**src/rtl/rr_grant_capture_if.sv**
```systemverilog
// Grant/data capture bus between the arbiter side, the requesters and the shared sink.
// The stat_cnt signal exists only when RRC_GRANT_STATS_EN is defined.
interface rr_grant_capture_if #(
    parameter int unsigned DW = 8
`ifdef RRC_GRANT_STATS_EN
    , parameter int unsigned CNT_W = 16
`endif
);
    logic [3:0]      grant;
    logic [4*DW-1:0] req_data;
    logic [3:0]      ack;
    logic            out_valid;
    logic            out_ready;
    logic [DW-1:0]   out_data;
    logic [1:0]      out_id;
    logic            grant_err;
`ifdef RRC_GRANT_STATS_EN
    logic [4*CNT_W-1:0] stat_cnt;
`endif

    modport master (
        output grant, req_data, out_ready,
        input  ack, out_valid, out_data, out_id, grant_err
`ifdef RRC_GRANT_STATS_EN
        , input stat_cnt
`endif
    );

    modport slave (
        input  grant, req_data, out_ready,
        output ack, out_valid, out_data, out_id, grant_err
`ifdef RRC_GRANT_STATS_EN
        , output stat_cnt
`endif
    );
endinterface

```
**src/rtl/rr_grant_capture.sv**
```systemverilog
// Captures the granted requester word and its ID into a small FIFO drained over valid/ready.
// Optional per-requester saturating grant counters are enabled by defining RRC_GRANT_STATS_EN.
module rr_grant_capture #(
    parameter int unsigned DW    = 8,
    parameter int unsigned DEPTH = 4
`ifdef RRC_GRANT_STATS_EN
    , parameter int unsigned CNT_W = 16
`endif
) (
    input logic           clk,
    input logic           rst,
    rr_grant_capture_if.slave bus
);
    localparam int unsigned AW = (DEPTH > 1) ? $clog2(DEPTH) : 1;
    localparam int unsigned CW = AW + 1;

    logic [AW-1:0] wr_ptr;
    logic [AW-1:0] rd_ptr;
    logic [CW-1:0] count;
    logic [CW-1:0] count_nxt;
    logic [DW-1:0] mem_data [DEPTH];
    logic [1:0]    mem_id   [DEPTH];
    logic          err_q;

    logic          onehot;
    logic          multihot;
    logic [1:0]    enc;
    logic [DW-1:0] wr_data;
    logic          push;
    logic          pop;
    logic          head_valid;

`ifdef RRC_GRANT_STATS_EN
    logic [CNT_W-1:0] stat_q [4];
`endif

    // Grant decode, push/pop arbitration and output presentation
    always_comb begin
        onehot     = (bus.grant != 4'd0) && ((bus.grant & (bus.grant - 4'd1)) == 4'd0);
        multihot   = (bus.grant != 4'd0) && !onehot;
        enc        = 2'd0;
        case (bus.grant)
            4'b0010: enc = 2'd1;
            4'b0100: enc = 2'd2;
            4'b1000: enc = 2'd3;
            default: enc = 2'd0;
        endcase
        wr_data    = bus.req_data[DW*int'(enc) +: DW];
        head_valid = (count != '0);
        pop        = head_valid && bus.out_ready && !rst;
        // A full FIFO still accepts when the head leaves in the same cycle
        push       = onehot && !rst && ((count < CW'(DEPTH)) || pop);
        count_nxt  = count;
        case ({push, pop})
            2'b10:   count_nxt = count + CW'(1);
            2'b01:   count_nxt = count - CW'(1);
            default: count_nxt = count;
        endcase
        bus.ack       = bus.grant & {4{push}};
        bus.out_valid = head_valid;
        bus.out_data  = mem_data[rd_ptr];
        bus.out_id    = mem_id[rd_ptr];
        bus.grant_err = err_q;
`ifdef RRC_GRANT_STATS_EN
        bus.stat_cnt = '0;
        for (int i = 0; i < 4; i++) begin
            bus.stat_cnt[i*CNT_W +: CNT_W] = stat_q[i];
        end
`endif
    end

    // FIFO storage, pointers, sticky error and statistics
    always_ff @(posedge clk) begin
        if (rst) begin
            wr_ptr <= '0;
            rd_ptr <= '0;
            count  <= '0;
            err_q  <= 1'b0;
            for (int i = 0; i < int'(DEPTH); i++) begin
                mem_data[i] <= '0;
                mem_id[i]   <= '0;
            end
`ifdef RRC_GRANT_STATS_EN
            for (int i = 0; i < 4; i++) begin
                stat_q[i] <= '0;
            end
`endif
        end else begin
            if (push) begin
                mem_data[wr_ptr] <= wr_data;
                mem_id[wr_ptr]   <= enc;
                wr_ptr           <= wr_ptr + AW'(1);
            end
            if (pop) begin
                rd_ptr <= rd_ptr + AW'(1);
            end
            count <= count_nxt;
            if (multihot) begin
                err_q <= 1'b1;
            end
`ifdef RRC_GRANT_STATS_EN
            for (int i = 0; i < 4; i++) begin
                if (bus.ack[i] && (stat_q[i] != '1)) begin
                    stat_q[i] <= stat_q[i] + CNT_W'(1);
                end
            end
`endif
        end
    end
endmodule

```
**src/flat_wrapper.sv**
```systemverilog
// flat-port wrapper written by rule: the top's interface ports become plain ports
module rr_grant_capture_flat 
#(
    parameter int unsigned DW    = 8,
    parameter int unsigned DEPTH = 4

)
  (clk, rst, bus_grant, bus_req_data, bus_out_ready, bus_ack, bus_out_valid, bus_out_data, bus_out_id, bus_grant_err);
  rr_grant_capture_if #(.DW(DW)) bus_i ();
  input logic clk;
  input logic rst;
  input wire logic [$bits(bus_i.grant)-1:0] bus_grant;
  input wire logic [$bits(bus_i.req_data)-1:0] bus_req_data;
  input wire logic [$bits(bus_i.out_ready)-1:0] bus_out_ready;
  output wire logic [$bits(bus_i.ack)-1:0] bus_ack;
  output wire logic [$bits(bus_i.out_valid)-1:0] bus_out_valid;
  output wire logic [$bits(bus_i.out_data)-1:0] bus_out_data;
  output wire logic [$bits(bus_i.out_id)-1:0] bus_out_id;
  output wire logic [$bits(bus_i.grant_err)-1:0] bus_grant_err;
  assign bus_i.grant = bus_grant;
  assign bus_i.req_data = bus_req_data;
  assign bus_i.out_ready = bus_out_ready;
  assign bus_ack = bus_i.ack;
  assign bus_out_valid = bus_i.out_valid;
  assign bus_out_data = bus_i.out_data;
  assign bus_out_id = bus_i.out_id;
  assign bus_grant_err = bus_i.grant_err;
  rr_grant_capture #(.DW(DW), .DEPTH(DEPTH)) u_core (.clk(clk), .rst(rst), .bus(bus_i));
endmodule
```
**config.mk**
```make
export PLATFORM = sky130hd
export DESIGN_NAME = rr_grant_capture_flat
export DESIGN_NICKNAME = d
export VERILOG_FILES = /design/src/rtl/rr_grant_capture_if.sv /design/src/rtl/rr_grant_capture.sv /design/src/flat_wrapper.sv
export SDC_FILE = /design/constraint.sdc
export NUM_CORES = 1
export LEC_CHECK = 0
export BUFFER_PORTS_ARGS = -buffer_cell sky130_fd_sc_hd__clkbuf_2
export CAP_MARGIN = 20
export CORE_MARGIN = 4
export CORE_UTILIZATION = 49
export DETAILED_ROUTE_END_ITERATION = 7
export HOLD_SLACK_MARGIN = 0.15
export PLACE_DENSITY = 0.75
export REMOVE_ABC_BUFFERS = 1
export SYNTH_ARGS = -nofsm -noshare
export SYNTH_HDL_FRONTEND = slang
export SYNTH_SLANG_ARGS = --single-unit
```
**constraint.sdc**
```tcl
create_clock -name clk -period 3.2 [get_ports clk]
set_input_delay 0.96 -clock clk [delete_from_list [all_inputs] [get_ports clk]]
set_output_delay 0.96 -clock clk [all_outputs]
set_load 0.1 [all_outputs]
```
# Word level (Yosys, flattened, before mapping)
# Memories as Yosys holds them, arrays and structs flattened. A register that Yosys moved wholly into a read port is not among the register bits.
# Cells that the tools add are included.
# Widths: inputs -> output; s select.
[totals]
regBits = 8
ramBits = 40
in_bits = 39
out_inout_bits = 16
mem_count = 2
[classes]
n_addsub = 5
n_lt_le_gt_ge = 1
n_eq_ne = 5
n_shift = 1
muxes = 17
bitwise_logic = 2
n_reduce_logical = 15
[memory_table]
columns = ["memory", "words", "word_bits", "rd", "rd_ports_with_merged_regs", "write_ports", "line", "source"]
rows = [
  ["u_core.mem_data", 4, 8, 1, 1, 4, "rr_grant_capture.sv:21", "logic [DW-1:0] mem_data [DEPTH];"],
  ["u_core.mem_id", 4, 2, 1, 1, 4, "rr_grant_capture.sv:22", "logic [1:0] mem_id [DEPTH];"],
]
[ops]
columns = ["op", "n"]
rows = [
  ["$shiftx 32x6->8", 1],
  ["$mux 2", 7],
  ["$and 4x4->4", 2],
  ["$mux 8", 1],
  ["$reduce_or 8->1", 1],
  ["$mux 1", 7],
  ["$logic_and 1x1->1", 6],
  ["$pmux 2 s3", 1],
  ["$pmux 3 s2", 1],
  ["$add 2x1->2 const B", 2],
  ["$eq 4x2->1 const B", 1],
  ["$eq 4x3->1 const B", 1],
  ["$eq 4x4->1 const B", 1],
  ["$logic_not 4->1", 1],
  ["$reduce_bool 4->1", 1],
  ["$sub 4x1->4 const B", 1],
  ["$add 3x1->3 const B", 1],
  ["$lt 3x3->1 const B", 1],
  ["$reduce_bool 3->1", 1],
  ["$sub 3x1->3 const B", 1],
  ["$eq 2x1->1 const B", 1],
  ["$eq 2x2->1 const B", 1],
  ["$logic_not 1->1", 2],
  ["$reduce_bool 2->1", 1],
  ["other kinds (2)", 2],
]

# Longest topological paths before layout
[logic_depth]
ltp_word = 11
mapped_depth = 12
depth_no_buf = 9

# Worst setup path before layout
# No wires, ideal clock.
[synth_timing]
path_kind = "input-to-output"
from = "input port bus_grant[3]"
to = "output port bus_ack[0]"
arrival_ns = 3.130
required_time_ns = 2.240
slack_ns = -0.890
cell_stages = 7
path_cell_list = "buf_2 > nor3_2 > or3_1 > buf_2 > nand2_2 > buf_2 > nor2_1"
[synth_via]
elab_chain_len = 7
word_cells_on_any_way = 8
classes_between = "1 x add/sub; 2 x bitwise; 5 x reduce/logical"
[synth_rtl]
columns = ["item", "line", "source"]
rows = [
  ["from (decl)", "flat_wrapper.sv:12", "input wire logic [$bits(bus_i.grant)-1:0] bus_grant;"],
  ["$sub 4x1->4", "rr_grant_capture.sv:39", "onehot = (bus.grant != 4'd0) && ((bus.grant & (bus.grant - 4'd1)) == 4'd0);"],
  ["$and 4x4->4", "rr_grant_capture.sv:39", ""],
  ["$logic_not 4->1", "rr_grant_capture.sv:39", ""],
  ["$logic_and 1x1->1 *", "rr_grant_capture.sv:39", ""],
  ["$logic_and 1x1->1 * (2 in series)", "rr_grant_capture.sv:52", "push = onehot && !rst && ((count < CW'(DEPTH)) || pop);"],
  ["$and 4x4->4 *", "rr_grant_capture.sv:59", "bus.ack = bus.grant & {4{push}};"],
  ["to (decl)", "flat_wrapper.sv:15", "output wire logic [$bits(bus_i.ack)-1:0] bus_ack;"],
]
# Mark *: on every way between the ends. The rest lies on a longest branch, timed or not.

# Final worst setup path
[layout_timing]
from = "input port bus_grant[2]"
to = "output port bus_ack[0]"
# Same word-level chain as after synthesis.

==> impl_results.md <==
* Synth area leader: edfxtp_1
* CP max-delay cell: nor3_2
* Num rows at 25
* Critical path type: in -> out
* Status: finished, final reports clean
* Max VDD drop at 0.2020 mV
* H-tree level count at 2
* Vias in the first global route at roughly 1800
* Residual DRC at 0
* Critical path required time at about 2.2 ns
* Power per standard cell area at 504.4 nW/µm²
* Crit Reg-Reg Startpoint: u_core.count[2]
* Die width at about 79 µm
* Clk_skew at 0.005273 ns
* Inserted Clock Buffers at 5
* WP buf/inv at 2
* Share of the synthesized area in the top cell type at 48.27%
* Synth area leaders: edfxtp_1, mux4_2, dfxtp_1, nor2_1, o221ai_2
* Yosys reg bits at 50
* Final setup viols at 0
* Die footprint at 6283 µm²
* CP Capture Type: primary output
* Syn Area/Cell at 12.70 µm²
* Slowest stage delay, CP at 0.29 ns
* Clk buf depth at 2
* Placer Congestion at between 0.7 and 0.8
* I/O Buffers at 54
* Placed Area at 2937 µm²
* Vias post-DR at 1727
* Worst-Margin Slew at 0.5497 ns
* Fin. Hold Viols at 0
* I/O pin cnt at 55
* Storage cell area at 1401 µm²
* Crit. path cell count at 6
* Hold Crit Class: reg -> reg
* Final net count at 298
* Hold_buf cts at 0
* Clk slew on worst S/H paths at 0.09 ns
* Largest net degree at the start of global routing at 16
* Wire length per cell at 15.86 µm
* Post-synthesis cell count at 196
* Height of the die at a little under 80 µm
* Layout cells sized above 1 at 39.53%
* Final min period at 3.091 ns
* Hpwl dp at around 3800 µm
* Initial antenna violation count at 0
* Unique masters post-synth at 37
* CP top delay family: simple AND/OR/NAND/NOR gates
* WP data arrival at 2.13 ns
* Final WS setup at 0.1088 ns
* Multi-input logic area at 1001 µm²
* Pins Over Slew Limit at 0
* Area Overhead vs Synth at 21.42%
* Relative slew slack at roughly 63%
* Final hold slack at 0.4621 ns
* Initial Utilization at around 52%
* Seq/Total Area, Yosys at 56.31%
* Worst hold stages at 2
* DRT antenna net count at 0
* Diodes inserted at 0
* Pleak at 1.173 nW
* Clock tree sinks at 50
* Reg2reg setup slack at about 0.92 ns
* Ys Warns at 0
* Worst-skew pair later-pin latency at 0.30 ns
* Total congestion overflow at 0
* Post-route cell area at between 3000 and 4000 µm²
* CTS tree: done
* CP Cell Sequence: clkbuf_2 > nor3_2 > or3_1 > nand2_2 > nor2_1 > buf_12
* Setup bufs post-CTS at 0
* Core ar. at slightly below 5000 µm²
* Reg2Reg Depth at 8
* Hold wc startpoint: u_core.bus.grant_err
* Initial DRC Count at 110
* Synthesized area at approximately 2500 µm²
* Clock root buffer: clkbuf_8
* Max Clock Freq at 323.5 MHz
* GRT Total Usage at between 15 and 20%
* Final WL at 5155 µm
* Fillers at ~410
* Drt first pass iters at 5
* Vias per cell at 5.314
* Worst r2r dst: u_core.count[2]
* First-pass GRT wire length at 8590 µm
* RSZ-0062 raised after global routing: no
* Max_cap viols at 0
* Startpoint Class: input port
* Crit-path max FO at 5
* Place WS at between 0.1 and 0.15 ns
* Period utilisation layout at a little over nine tenths
* Post-CTS Resized at 0
* Hold Path Sink: u_core.bus.grant_err
==> synth_stat cells <==
library cell	instances
dfxtp_1	10
mux4_2	10
xnor2_1	2
a21o_1	1
mux2i_1	1
buf_4	1
a221oi_4	1
inv_1	8
ha_1	1
a211oi_1	1
xor2_1	3
or3_1	4
nor3_2	1
nand2b_1	6
nor3b_1	1
nand4b_1	2
clkbuf_1	2
or4b_1	2
nand2_2	1
fa_1	1
buf_1	3
a311o_1	1
buf_2	6
nand4_1	1
and3_1	2
a21oi_1	3
o22a_1	8
o21ai_0	1
edfxtp_1	40
o221ai_2	8
or2_2	8
nor3_1	1
nor2_1	49
a31oi_1	2
o31ai_4	1
nand3_1	1
nand2_1	2
==> final cells by class <==
cell class,instances,area share [%]
clock buffer,5,2.277
multi-input combinational,126,33.13
inverter,8,0.9938
timing repair buffer,66,13.91
sequential,50,46.38
tap,67,2.774
clock inverter,3,0.5383
==> worst reg2reg max path, cell delays in order, from the launching register on <==
cell and delay [ns]:
dfxtp_1 0.41, or3_1 0.17, nor3b_1 0.35, ha_1 0.26
inv_1 0.06, fa_1 0.38, xor2_1 0.16, or3_1 0.30
a21oi_1 0.13
==> flip-flops by register name, indices dropped and copies added (netlist names), named ones only <==
name,flops
u_core.bus.grant_err,1
u_core.mem_data,32
u_core.wr_ptr,2
u_core.count,3
u_core.mem_id,8
u_core.rd_ptr,2
==> layout by cell type, fill, tap and decap left out, types with 2 or more instances in the layout <==
cell | synthesis | routed
or2_2 | 8 | 8
buf_4 | 1 | 12
xor2_1 | 3 | 3
nand4b_1 | 2 | 2
edfxtp_1 | 40 | 40
o221ai_2 | 8 | 8
nand2_1 | 2 | 2
a31oi_1 | 2 | 2
and3_1 | 2 | 2
or3_1 | 4 | 4
buf_12 | 0 | 4
a21oi_1 | 3 | 3
xnor2_1 | 2 | 2
mux4_2 | 10 | 10
nor2_1 | 49 | 49
clkbuf_2 | 0 | 50
o22a_1 | 8 | 8
clkinv_1 | 0 | 2
clkbuf_8 | 0 | 5
inv_1 | 8 | 8
nand2b_1 | 6 | 6
or4b_1 | 2 | 2
dfxtp_1 | 10 | 10
==> where the power goes <==
| part | internal [W] | switching, W |
|---|---|---|
| Combinational | 0.000115 | 0.000283 |
| Clock | 0.000150 | 0.000207 |
| Sequential | 0.000751 | 0.0000175 |
| Total | 0.00102 | 0.000508 |
==> metal layers <==
| metal | GRT usage, % | share of wire (%) |
|---|---|---|
| met3 | 3.855 | 5.8 |
| met2 | 29.80 | 49 |
| met4 | 5.155 | 1.1 |
| met5 | 0 | 0 |
| met1 | 23.92 | 44 |
==> worst max-delay path by stage <==
stage,startpoint,to
2_1_floorplan,bus_grant[2],bus_ack[0]
3_3_place_gp,bus_grant[2],bus_ack[0]
3_5_place_dp,bus_grant[3],u_core.count[2]
4_1_cts,bus_grant[2],bus_ack[0]
5_1_grt,bus_grant[2],bus_ack[0]
6_report,bus_grant[2],bus_ack[0]
==> per-stage QoR <==
step / power, W / TNS (ns) / util, % / cells
CTS: 0.001527 / 0 / 62.73 / 325
floorplan: 0.001074 / -1.612 / - / 184
finish: 0.001524 / 0 / 62.73 / 325
detailed placement: 0.001184 / 0 / 60.96 / 317
global route: 0.001585 / 0 / 62.73 / 325
global placement: 0.001176 / 0 / 60.96 / 317
==> cells by family (layout without fill, tap and decap cells) <==
kind of cell	after synthesis	count (layout)	share of synthesized area (%)
AND/OR/NAND/NOR	81	81	15.84
flip-flops	50	50	56.31
AO/OA/AOI/OAI	27	27	11.87
buffers and inverters	20	82	3.469
multiplexers	11	11	9.452
XOR/XNOR	5	5	1.760
adder cells (fa/ha/maj)	2	2	1.307
Note: power is estimated with default switching activity, not from simulation.
